[src/rtl/i2c_pkg.sv]
// Shared types and constants for the single-byte I2C master.
//   state_e  : transaction sequencer states
//   PH0..PH3 : the four phases of one bit slot
//   ADDR_W   : slave address width (7 only)
//   DATA_W   : data byte width (8 only)
package i2c_pkg;

  localparam int unsigned ADDR_W = 7;
  localparam int unsigned DATA_W = 8;

  localparam logic [1:0] PH0 = 2'd0;
  localparam logic [1:0] PH1 = 2'd1;
  localparam logic [1:0] PH2 = 2'd2;
  localparam logic [1:0] PH3 = 2'd3;

  typedef enum logic [2:0] {
    IDLE,
    START,
    ADDR,
    ADDR_ACK,
    DATA,
    DATA_ACK,
    STOP,
    DONE
  } state_e;

endpackage

[src/rtl/i2c_bit_timer.sv]
// Phase and bit counters for the I2C master.
//   clk, rst_n : clock, asynchronous active-low reset
//   tick       : phase-advance enable from the clock divider
//   clear      : zero both counters (state boundary / idle); wins over tick
//   stall      : hold the phase even if tick=1 (clock stretching)
//   phase      : current phase within the bit slot (PH0..PH3)
//   bit_idx    : slot index within the current state
//   slot_end   : the current tick completes PH3 of the slot
module i2c_bit_timer
  import i2c_pkg::*;
(
  input  logic       clk,
  input  logic       rst_n,
  input  logic       tick,
  input  logic       clear,
  input  logic       stall,
  output logic [1:0] phase,
  output logic [3:0] bit_idx,
  output logic       slot_end
);

  logic [1:0] phase_q;
  logic [3:0] bit_q;
  logic       advance;

  assign advance  = tick & ~stall;
  assign slot_end = advance & (phase_q == PH3);
  assign phase    = phase_q;
  assign bit_idx  = bit_q;

  always_ff @(posedge clk or negedge rst_n) begin
    if (!rst_n) begin
      phase_q <= PH0;
      bit_q   <= 4'd0;
    end else if (clear) begin
      phase_q <= PH0;
      bit_q   <= 4'd0;
    end else if (advance) begin
      // Phase wraps PH3 -> PH0 on its own; the bit index steps at each slot end.
      phase_q <= phase_q + 2'd1;
      if (phase_q == PH3) begin
        bit_q <= bit_q + 4'd1;
      end
    end
  end

endmodule

[src/rtl/i2c_master_byte.sv]
// Single-byte I2C master: START, 7-bit address + R/W, ACK, one data byte,
// ACK/NACK, STOP on open-drain SCL/SDA, paced by a one-clk tick enable.
//   clk, rst_n      : clock, asynchronous active-low reset
//   tick            : phase-advance enable from the clock divider
//   start           : request; accepted only in IDLE
//   addr, rw, wdata : latched on accept
//   rdata           : read byte, valid with done when rw=1
//   busy, done      : busy from accept until done; done is a one-clk pulse
//   ack_err         : a slave NACK was seen; held until the next accept
//   scl_oe, sda_oe  : 1 pulls the line low, 0 releases it
//   sda_in, scl_in  : sampled pads; scl_in only matters with stretching
// Optional feature macro: I2C_CLK_STRETCH_EN (slave clock stretching in P2/P3).
module i2c_master_byte
  import i2c_pkg::*;
(
  input  logic              clk,
  input  logic              rst_n,
  input  logic              tick,
  input  logic              start,
  input  logic [ADDR_W-1:0] addr,
  input  logic              rw,
  input  logic [DATA_W-1:0] wdata,
  output logic [DATA_W-1:0] rdata,
  output logic              busy,
  output logic              done,
  output logic              ack_err,
  output logic              scl_oe,
  output logic              sda_oe,
  input  logic              sda_in,
  input  logic              scl_in
);

  state_e state_q, state_d;

  logic [ADDR_W-1:0] addr_q;
  logic              rw_q;
  logic [DATA_W-1:0] wdata_q;
  logic [DATA_W-1:0] rdata_q, rdata_d;
  logic              ack_err_q, ack_err_d;

  logic        accept, clear, stall, slot_end, sample, scl_high, last_bit;
  logic [1:0]  phase;
  logic [3:0]  bit_idx;
  logic [2:0]  bit_sel;
  logic [ADDR_W:0] addr_byte;

`ifdef I2C_CLK_STRETCH_EN
  // A slave holding SCL low while we release it freezes the slot.
  assign stall = scl_high & ~scl_in;
`else
  logic unused_scl_in;
  assign unused_scl_in = scl_in;
  assign stall         = 1'b0;
`endif

  i2c_bit_timer u_bit_timer (
    .clk      (clk),
    .rst_n    (rst_n),
    .tick     (tick),
    .clear    (clear),
    .stall    (stall),
    .phase    (phase),
    .bit_idx  (bit_idx),
    .slot_end (slot_end)
  );

  assign scl_high  = (phase == PH2) || (phase == PH3);
  assign sample    = tick & ~stall & (phase == PH2);
  assign last_bit  = (bit_idx == 4'd7);
  assign bit_sel   = 3'd7 - bit_idx[2:0];
  assign addr_byte = {addr_q, rw_q};

  // Next-state, counter clear and data capture.
  always_comb begin
    state_d   = state_q;
    clear     = 1'b0;
    accept    = 1'b0;
    ack_err_d = ack_err_q;
    rdata_d   = rdata_q;
    unique case (state_q)
      IDLE: begin
        clear = 1'b1;
        if (start) begin
          accept    = 1'b1;
          ack_err_d = 1'b0;
          state_d   = START;
        end
      end
      START: begin
        if (slot_end) begin
          clear   = 1'b1;
          state_d = ADDR;
        end
      end
      ADDR: begin
        if (slot_end && last_bit) begin
          clear   = 1'b1;
          state_d = ADDR_ACK;
        end
      end
      ADDR_ACK: begin
        if (sample && sda_in) begin
          ack_err_d = 1'b1;
        end
        // The ACK was sampled at the end of P2, so ack_err_q is current here.
        if (slot_end) begin
          clear   = 1'b1;
          state_d = ack_err_q ? STOP : DATA;
        end
      end
      DATA: begin
        if (sample && rw_q) begin
          rdata_d = {rdata_q[DATA_W-2:0], sda_in};
        end
        if (slot_end && last_bit) begin
          clear   = 1'b1;
          state_d = DATA_ACK;
        end
      end
      DATA_ACK: begin
        if (sample && !rw_q && sda_in) begin
          ack_err_d = 1'b1;
        end
        if (slot_end) begin
          clear   = 1'b1;
          state_d = STOP;
        end
      end
      STOP: begin
        if (slot_end) begin
          clear   = 1'b1;
          state_d = DONE;
        end
      end
      DONE: begin
        clear   = 1'b1;
        state_d = IDLE;
      end
      default: state_d = IDLE;
    endcase
  end

  // Bus drive is a pure function of state and phase, so reset releases it at once.
  always_comb begin
    scl_oe = 1'b0;
    sda_oe = 1'b0;
    unique case (state_q)
      START: sda_oe = scl_high;
      ADDR: begin
        scl_oe = ~scl_high;
        sda_oe = ~addr_byte[bit_sel];
      end
      ADDR_ACK, DATA_ACK: scl_oe = ~scl_high;
      DATA: begin
        scl_oe = ~scl_high;
        sda_oe = ~rw_q & ~wdata_q[bit_sel];
      end
      STOP: begin
        scl_oe = (phase == PH0);
        sda_oe = ~scl_high;
      end
      default: begin
        scl_oe = 1'b0;
        sda_oe = 1'b0;
      end
    endcase
  end

  always_ff @(posedge clk or negedge rst_n) begin
    if (!rst_n) begin
      state_q   <= IDLE;
      addr_q    <= '0;
      rw_q      <= 1'b0;
      wdata_q   <= '0;
      rdata_q   <= '0;
      ack_err_q <= 1'b0;
    end else begin
      state_q   <= state_d;
      rdata_q   <= rdata_d;
      ack_err_q <= ack_err_d;
      if (accept) begin
        addr_q  <= addr;
        rw_q    <= rw;
        wdata_q <= wdata;
      end
    end
  end

  assign rdata   = rdata_q;
  assign ack_err = ack_err_q;
  assign done    = (state_q == DONE);
  assign busy    = (state_q != IDLE) && (state_q != DONE);

endmodule

[config.mk]
export PLATFORM = sky130hd
export DESIGN_NAME = i2c_master_byte
export DESIGN_NICKNAME = d
export VERILOG_FILES = /design/src/rtl/i2c_pkg.sv /design/src/rtl/i2c_bit_timer.sv /design/src/rtl/i2c_master_byte.sv
export SDC_FILE = /design/constraint.sdc
export NUM_CORES = 1
export LEC_CHECK = 0
export ABC_CLOCK_PERIOD_IN_PS = 2800
export BUFFER_PORTS_ARGS = -buffer_cell sky130_fd_sc_hd__buf_2
export CAP_MARGIN = 20
export CORE_MARGIN = 2
export CORE_UTILIZATION = 28
export CTS_CLUSTER_DIAMETER = 100
export DETAILED_ROUTE_END_ITERATION = 8
export PLACE_DENSITY_LB_ADDON = 0.12
export SKIP_CTS_REPAIR_TIMING = 1
export SLEW_MARGIN = 20
export SYNTH_ARGS = -nofsm -noshare
export SYNTH_HDL_FRONTEND = slang
export SYNTH_SLANG_ARGS = --single-unit
[constraint.sdc]
create_clock -name clk -period 2.8 [get_ports clk]
set_input_delay 0.28 -clock clk [delete_from_list [all_inputs] [get_ports clk]]
set_output_delay 0.28 -clock clk [all_outputs]
set_load 0.02 [all_outputs]
### Word level (Yosys, flattened, before mapping)

Index checks and enable logic that the tools add are counted.

* shift operators: 0
* magnitude comparators: 1
* reduce and logical (&&, ||, !) cells: 22
* multipliers: 0
* bitwise logic cells: 7
* divide/modulo/power cells: 0
* eq/ne operators: 20
* muxes and demuxes: 29
* add/subtract/negate cells: 3

Operators by type and width (count)
* case mux 3 bit (8 select lines): 1
* two-way mux 3 bit: 7
* inequality test 2 bit, second input constant: 9
* == test 3 bit, second input constant: 4
* two-way mux 4 bit: 3
* two-way mux 1 bit: 9
* OR reduction 4 bit: 2
* AND reduction 7 bit: 1
* binary-select mux 1 bit (select 3 bit): 2
* == test 3 x 2 -> 1 bit, second input constant: 2
* logical AND 1 bit: 6
* two-way mux 2 bit: 3
* case mux 1 bit (3 select lines): 2
* nonzero test 3 bit: 2
* adder 4 x 1 -> 4 bit, second input constant: 1
* == test 2 bit, second input constant: 2
* == test 4 x 3 -> 1 bit, second input constant: 1
* less-than comparator 3 x 4 -> 1 bit, second input constant: 1
* NOT 1 bit: 4
* case mux 1 bit (4 select lines): 1
* AND reduction 2 bit: 2
* AND reduction 4 bit: 1
* nonzero test 2 bit: 2
* OR reduction 2 bit: 2
* other kinds (10): 12

* bits of input ports: 22
* memories kept: 0
* latch bits: 0
* RAM bits: 0
* output and inout bits: 13
* ROM bits: 0
* logic and storage cells: 90
* register bits: 34

### Logic depth before layout (Yosys ltp)

Gate-level depths: netlist of run 1.

* depth after elaboration: 7
* gate-level depth with buffers: 7
* depth with buffers taken out: 6

### By module

From an unflattened synthesis of run 1, not the netlist that was laid out.

* cells, all modules: 140
* area, all modules: 1682.9 sq um

By module, submodules not included
* i2c_master_byte: instances 1, seq. area each 700.7 sq um, cells each 113, area an instance 1381.3 sq um
* i2c_bit_timer: instances 1, seq. area each 150.1 sq um, cells each 27, area an instance 301.5 sq um

### Worst setup path after synthesis of run 1

OpenSTA, ideal clock, no wires.

* kind: reg2out
* start point: register u_bit_timer.bit_q[0] (netlist: u_bit_timer.bit_idx[0])
* end point: output port sda_oe
* required time: 2.520 ns
* slack: 0.934 ns
* cell stages (with the launch flop): 6
* path buffers: 1
* arrival: 1.586 ns
* cell sequence: dfrtp_1 buf_6 mux4_1 mux2_2 nor4_2 a211o_2

* longest elaborated chain between the ends: 6
* elaborated cells between the ends (all ways): 9
* those cells by class: add/sub: 1; mux: 5; bitwise: 3

RTL lines
* from (decl): line i2c_bit_timer.sv:23 `logic [3:0] bit_q;`
* from (signal assigned): line i2c_bit_timer.sv:42 `bit_q <= bit_q + 4'd1;`
* subtractor 3 bit (*): line i2c_master_byte.sv:70 `assign bit_sel = 3'd7 - bit_idx[2:0];`
* binary-select mux 1 bit (select 3 bit): line i2c_master_byte.sv:156 `sda_oe = ~rw_q & ~wdata_q[bit_sel];`
* two-way mux 1 bit (not written as such): line i2c_master_byte.sv:156
* NOT 1 bit: line i2c_master_byte.sv:156
* AND 1 bit: line i2c_master_byte.sv:156
* case mux 1 bit (4 select lines) (*): line i2c_master_byte.sv:147 `unique case (state_q)`
* to (decl): line i2c_master_byte.sv:28 `output logic sda_oe,`

Every way passes the cells marked *; elsewhere a longest branch is shown, timed or not. The select of a mux whose other input is x is not followed.

### Worst setup path in the final report of run 1

Same ends and word-level chain as after synthesis.

==> flow_metrics.env, run 1 <==
export IMPL_run_status="finished, final reports clean"
export IMPL_grt_max_degree=35
export IMPL_synth_area_um2=1840
export IMPL_p_switching_mw=0.768
export IMPL_worst_slew_pin_slew_ps=778
export IMPL_cts_root_buffer="clkbuf_8"
export IMPL_p_leak_nw=1.01
export IMPL_layout_min_cycle_time_ps=2250
export IMPL_whs_ps=58.4
export IMPL_synth_cells=157
export IMPL_end_kind="output pin"
export IMPL_fp_row_count=29
export IMPL_io_pins=35
export IMPL_grt_total_usage_pct=11.2
export IMPL_fin_setup_tns_ps=0
export IMPL_vias=1327
export IMPL_synthArstFlopShare_pct=100
export IMPL_drt_iter0_drc=101
export IMPL_drtPass1Iterations=4
export IMPL_cts_buffers=5
export IMPL_synthFlopType="dfrtp_1"
export IMPL_finalHoldViolCount=0
export IMPL_timing_fmax_mhz=445
export IMPL_worst_ep_arrival_time_ps=1970
export IMPL_dieWidth_um=85.1
export IMPL_drc=0
export IMPL_setup_viol=0
export IMPL_wl_per_cell_um=14.2
export IMPL_nets=217
export IMPL_worst_path_max_fanout=3
export IMPL_coreArea_um2=6350
export IMPL_dp_hpwl_um=2690
export IMPL_clkTransAtPathRegs_ps=70
export IMPL_peakVddDrop_mv=0.306
export IMPL_syn_nets=186
export IMPL_internal_power_mw=1.25
export IMPL_power_frac_seq_pct=41.5
export IMPL_synth_edf_count=0
export IMPL_dp_worst_setup_slack_ps=720
export IMPL_wl_um=3770
export IMPL_cp_start_kind="register"
export IMPL_cts_sinks=34
export IMPL_cts_tree="yes"
export IMPL_sw_frac_of_total_pct=38.1
export IMPL_path_class="reg2out"
export IMPL_drive_gt1_share_pct=38.1
export IMPL_port_buffers=33
export IMPL_fin_worst_skew_ps=3.91
export IMPL_ys_types=45
export IMPL_total_power_mw=2.02
export IMPL_yosysWarnings=0
export IMPL_clockPowerShare_pct=18.7
export IMPL_grt_setup_unrepaired="false"
export IMPL_seq_area_frac_synth_pct=46.3
export IMPL_syn_area_per_cell_um2=11.7
export IMPL_grt_pass1_wl_um=6440
export IMPL_power_density_nw_per_um2=941
export IMPL_relSlewSlack_pct=48.2
export IMPL_detail_route_antenna_nets=0
export IMPL_hold_path_class="in2async"
export IMPL_grt_pass1_vias=1323
export IMPL_die_h_um=85.1
export IMPL_setup_slack_ps=554
export IMPL_clock_path_buffers=2
export IMPL_dieArea_um2=7230
export IMPL_via_per_inst=4.99
export IMPL_maxSlewViolCount=0
export IMPL_required_ps=2520
export IMPL_start_util_pct=29.0
export IMPL_maxCapViolCount=0
export IMPL_p_comb_share_pct=39.8
export IMPL_n_antenna_cell=0
export IMPL_area_growth_pct=16.5
export IMPL_grt_overflow_total=0
export IMPL_routabilityCongestion=0.826
export IMPL_synth_seq_cells=34
export IMPL_antenna_found_initial=0
export IMPL_insertion_delay_ps=280
export IMPL_fin_crit_sh_pct=80.2
export IMPL_cts_max_level=2
registers in the layout (all words and copies together) (netlist names):
name	count
addr_q	7
u_bit_timer.bit_idx	4
rw_q	1
u_bit_timer.phase	2
rdata	8
ack_err	1
state_q	3
wdata_q	8
synthesized netlist by cell type (4+ instances only):
cell / n / area [µm²]
a21oi_1: 5 / 25.0
nand2_1: 8 / 30.0
nand2b_1: 4 / 25.0
nand3_1: 5 / 25.0
mux2_2: 25 / 282
nor2_1: 8 / 30.0
buf_2: 6 / 30.0
inv_1: 6 / 22.5
ha_1: 7 / 87.6
dfrtp_1: 34 / 851
mux2i_1: 5 / 50.1
metrics by stage:
step / std cells / instance area, µm² / utilization [%]
after global routing: 266 / 2140 / 33.8
after global placement: 258 / 2050 / 32.3
after CTS: 266 / 2140 / 33.8
final: 266 / 2140 / 33.8
after detailed placement: 258 / 2050 / 32.3
after floorplan: 157 / 1840 / -
layout by cell type (no fill, tap or decap), types with 2 or more instances in the layout:
cell type | Yosys | layout
o21ai_0 | 3 | 3
dfrtp_1 | 34 | 34
clkbuf_8 | 0 | 6
o211ai_1 | 2 | 2
inv_1 | 6 | 6
nor3_1 | 2 | 2
nand4_1 | 2 | 2
mux2_2 | 25 | 25
xor2_1 | 3 | 3
nand2_1 | 8 | 8
mux4_1 | 2 | 2
nor2_1 | 8 | 8
mux2i_1 | 5 | 5
nand2b_1 | 4 | 4
buf_2 | 6 | 33
o21bai_1 | 2 | 2
a21oi_1 | 5 | 5
nand3_1 | 5 | 5
ha_1 | 7 | 7
final timing paths:
path	startpoint	to	slack, ps	cells after the start
max	u_bit_timer.bit_idx[0]$_DFFE_PN0P_	sda_oe	550	5
min	rst_n	u_bit_timer.bit_idx[3]$_DFFE_PN0P_	60	1
max reg2reg	state_q[1]$_DFFE_PN0P_	state_q[1]$_DFFE_PN0P_	670	6
min reg2reg	addr_q[2]$_DFFE_PN0P_	addr_q[2]$_DFFE_PN0P_	510	1
max in group asynchronous	rst_n	u_bit_timer.phase[0]$_DFFE_PN0P_	2240	1
min in group clk	addr[0]	addr_q[0]$_DFFE_PN0P_	220	2
area by class of cell:
class / count / area [µm²]
fill: 628 / 4210
timing repair buffer: 34 / 173
tap: 77 / 96.3
multi-input combinational: 107 / 910
clock inverter: 1 / 5.00
sequential: 34 / 851
inverter: 6 / 22.5
clock buffer: 7 / 86.3
logic make-up after synthesis:
group / share of synthesized area [%]
AO/OA/AOI/OAI: 9.39
XOR/XNOR: 1.91
adder cells (fa/ha/maj): 4.76
buffers and inverters: 4.29
flip-flops: 46.3
multiplexers: 20.9
AND/OR/NAND/NOR: 12.5
per-layer routing:
layer,track usage [%],vias to the layer above,wire length [µm]
li1,-,628,-
met1,15.3,654,1720
met2,16.4,38,1740
met3,3.70,7,221
met4,4.76,0,91
met5,0,-,0
power groups by stage:
| stage | registers (mW) | clock network (mW) | logic (mW) |
|---|---|---|---|
| 2_1_floorplan | 0.735 | 0 | 0.725 |
| 3_3_place_gp | 0.837 | 0 | 0.796 |
| 3_5_place_dp | 0.847 | 0 | 0.813 |
| 4_1_cts | 0.840 | 0.390 | 0.817 |
| 5_1_grt | 0.874 | 0.415 | 0.899 |
| 6_report | 0.836 | 0.377 | 0.803 |
worst max-delay path, cell delays in order (launching register included):
cell and delay, ps:
dfrtp_1 410, mux4_1 560, mux2_2 290, nor4_2 140, a211o_2 140, buf_2 160
No activity file was read; power rests on OpenSTA's default activity.
==> inputs of run 2 (changes only) <==
Settings changed: ABC_AREA set to 1, ABC_CLOCK_PERIOD_IN_PS 2800 to 2000.
Clock period 2.8 ns to 2 ns, I/O delays scaled along.
==> flow_metrics.env, run 2 <==
export IMPL_fin_worst_skew_ps=5.03
export IMPL_dieWidth_um=86.3
export IMPL_drc=0
export IMPL_n_antenna_cell=0
export IMPL_failed_checks="negative hold slack"
export IMPL_yosysWarnings=0
export IMPL_crit_end="sda_oe"
export IMPL_antenna_found_initial=0
export IMPL_maxCapViolCount=0
export IMPL_dieArea_um2=7450
export IMPL_die_h_um=86.3
export IMPL_grt_pass1_vias=1609
export IMPL_synthArstFlopShare_pct=100
export IMPL_final_core_util_pct=33.5
export IMPL_grt_pass1_wl_um=7620
export IMPL_cp_startpoint="state_q[0]$_DFFE_PN0P_"
export IMPL_timing_fmax_mhz=546
export IMPL_insertion_delay_ps=290
export IMPL_cp_start_kind="register"
export IMPL_timing_rr_end="state_q[2]$_DFFE_PN0P_"
export IMPL_area_growth_pct=18.0
export IMPL_drive_gt1_share_pct=21.3
export IMPL_routabilityCongestion=0.790
export IMPL_wl_per_cell_um=11.8
export IMPL_synth_most_common_cell="nand2_1"
export IMPL_total_power_mw=2.86
export IMPL_ys_types=30
export IMPL_io_pins=35
export IMPL_r2r_cells=9
export IMPL_layout_commonest_cell="nand2_1"
export IMPL_fin_setup_tns_ps=0
export IMPL_grt_max_degree=35
export IMPL_seq_area_frac_synth_pct=44.8
export IMPL_path_class="reg2out"
export IMPL_p_leak_nw=1.22
export IMPL_cts_sinks=34
export IMPL_grt_setup_unrepaired="false"
export IMPL_grt_overflow_total=0
export IMPL_cts_buffers=5
export IMPL_vias=1623
export IMPL_setup_slack_ps=168
export IMPL_clkTransAtPathRegs_ps=80
export IMPL_synth_cells=248
export IMPL_finalHoldViolCount=17
export IMPL_yosysTopAreaCell="dfrtp_1"
export IMPL_whs_ps=-9.23
export IMPL_dp_worst_setup_slack_ps=392
export IMPL_power_density_nw_per_um2=1270
export IMPL_worst_slew_pin_slew_ps=785
export IMPL_relSlewSlack_pct=47.7
export IMPL_port_buffers=33
export IMPL_seqCellArea_um2=852
export IMPL_nets=314
export IMPL_reg2reg_slack_ps=460
export IMPL_hold_path_class="in2async"
export IMPL_layout_min_cycle_time_ps=1830
export IMPL_cts_max_level=2
export IMPL_drtPass1Iterations=4
export IMPL_via_per_inst=4.43
export IMPL_run_status="finished with violations"
export IMPL_start_util_pct=28.4
export IMPL_synth_area_um2=1900
export IMPL_drt_iter0_drc=81
export IMPL_final_cell_area_um2=2240
export IMPL_synth_common_cells="80 x nand2_1, 34 x dfrtp_1, 26 x inv_1"
export IMPL_coreArea_um2=6680
export IMPL_fill_cells=756
export IMPL_syn_nets=277
export IMPL_synth_seq_cells=34
export IMPL_multi_input_area_um2=891
export IMPL_synth_top_area_share_pct=44.8
export IMPL_worst_ep_arrival_time_ps=1630
export IMPL_clock_path_buffers=2
export IMPL_dp_hpwl_um=3120
export IMPL_syn_area_per_cell_um2=7.65
export IMPL_synth_area_leaders="dfrtp_1 45%, nand2_1 16%, nand3_1 6.3%"
export IMPL_maxSlewViolCount=0
export IMPL_fp_row_count=30
export IMPL_detail_route_antenna_nets=0
export IMPL_worst_path_max_fanout=8
export IMPL_placed_cells=358
export IMPL_grt_total_usage_pct=12.8
export IMPL_fin_crit_sh_pct=91.6
export IMPL_worstReg2RegStart="u_bit_timer.phase[0]$_DFFE_PN0P_"
export IMPL_post_dp_cell_area_um2=2140
export IMPL_required_ps=1800
export IMPL_cts_root_buffer="clkbuf_8"
export IMPL_final_cell_mix="80 x nand2_1, 33 x dfrtp_1, 33 x buf_2"
export IMPL_end_kind="output pin"
export IMPL_wl_um=4310
export IMPL_synth_edf_count=0
export IMPL_peakVddDrop_mv=0.411
export IMPL_final_cells=366
export IMPL_synthFlopType="dfrtp_1"
export IMPL_setup_viol=0
export IMPL_cts_tree="yes"
## run 2: cell types whose count changed in the layout (fill, tap and decap cells not counted), sizes merged, moves of 3 or more
cell / before / now
mux2: 25 / 0
a21oi: 5 / 8
nand3: 5 / 25
mux2i: 5 / 0
o21ai: 3 / 16
nand2: 8 / 85
nor2: 9 / 26
nand2b: 4 / 0
inv: 6 / 29
## run 2: where the power goes
part           internal, mW  total, mW  switching [mW]
clock                 0.277      0.548           0.271
sequential            0.921       1.10           0.181
combinational         0.421       1.21           0.784
## run 2: layout make-up
class	instances	share of cell area (%)
clock inverters	2	0.559
flip-flops and latches	34	38.0
well taps	80	4.47
multi-input cells	178	39.8
inverters	30	5.08
repair buffers	36	8.38
clock buffers	6	3.69
## run 2: worst min-delay path by stage
| stage | startpoint | endpoint | slack (ps) | depth (start not counted) |
|---|---|---|---|---|
| finish | rst_n | addr_q[5]$_DFFE_PN0P_ | -9 | 1 |
| global route | rst_n | wdata_q[7]$_DFFE_PN0P_ | 50 | 1 |
| CTS | rst_n | addr_q[5]$_DFFE_PN0P_ | 20 | 1 |
| detailed placement | rst_n | addr_q[5]$_DFFE_PN0P_ | 340 | 1 |
| global placement | rst_n | addr_q[6]$_DFFE_PN0P_ | 340 | 1 |
| floorplan | rst_n | ack_err$_DFFE_PN0P_ | -100 | 0 |
## run 2: cells by family (layout without fill, tap and decap cells)
| kind of cell | count (synthesis) | in the layout | share of synthesized area (%) |
|---|---|---|---|
| and+or+nand+nor | 141 | 141 | 32.8 |
| buffers and inverters | 36 | 74 | 8.24 |
| DFF | 34 | 34 | 44.8 |
| AOI/OAI and AO/OA | 27 | 27 | 8.17 |
| adders and majority gates | 7 | 7 | 4.61 |
| xor gates and xnor gates | 3 | 3 | 1.38 |
## run 2: critical path: stages (launching register included)
cell and delay [ps]:
dfrtp_1 550, inv_1 130, nand3_1 160, nand2_1 60, o21ai_0 130, nand3_1 140
buf_2 180
## run 2: layer usage
metal | track usage (%) | wire, µm | vias up | share of wire (%)
met5 | 0 | 0 | - | 0
met4 | 3.41 | 53 | 0 | 1.2
met3 | 3.14 | 185 | 6 | 4.3
met2 | 19.7 | 1870 | 30 | 43
met1 | 18.0 | 2200 | 734 | 51
li1 | - | - | 853 | -
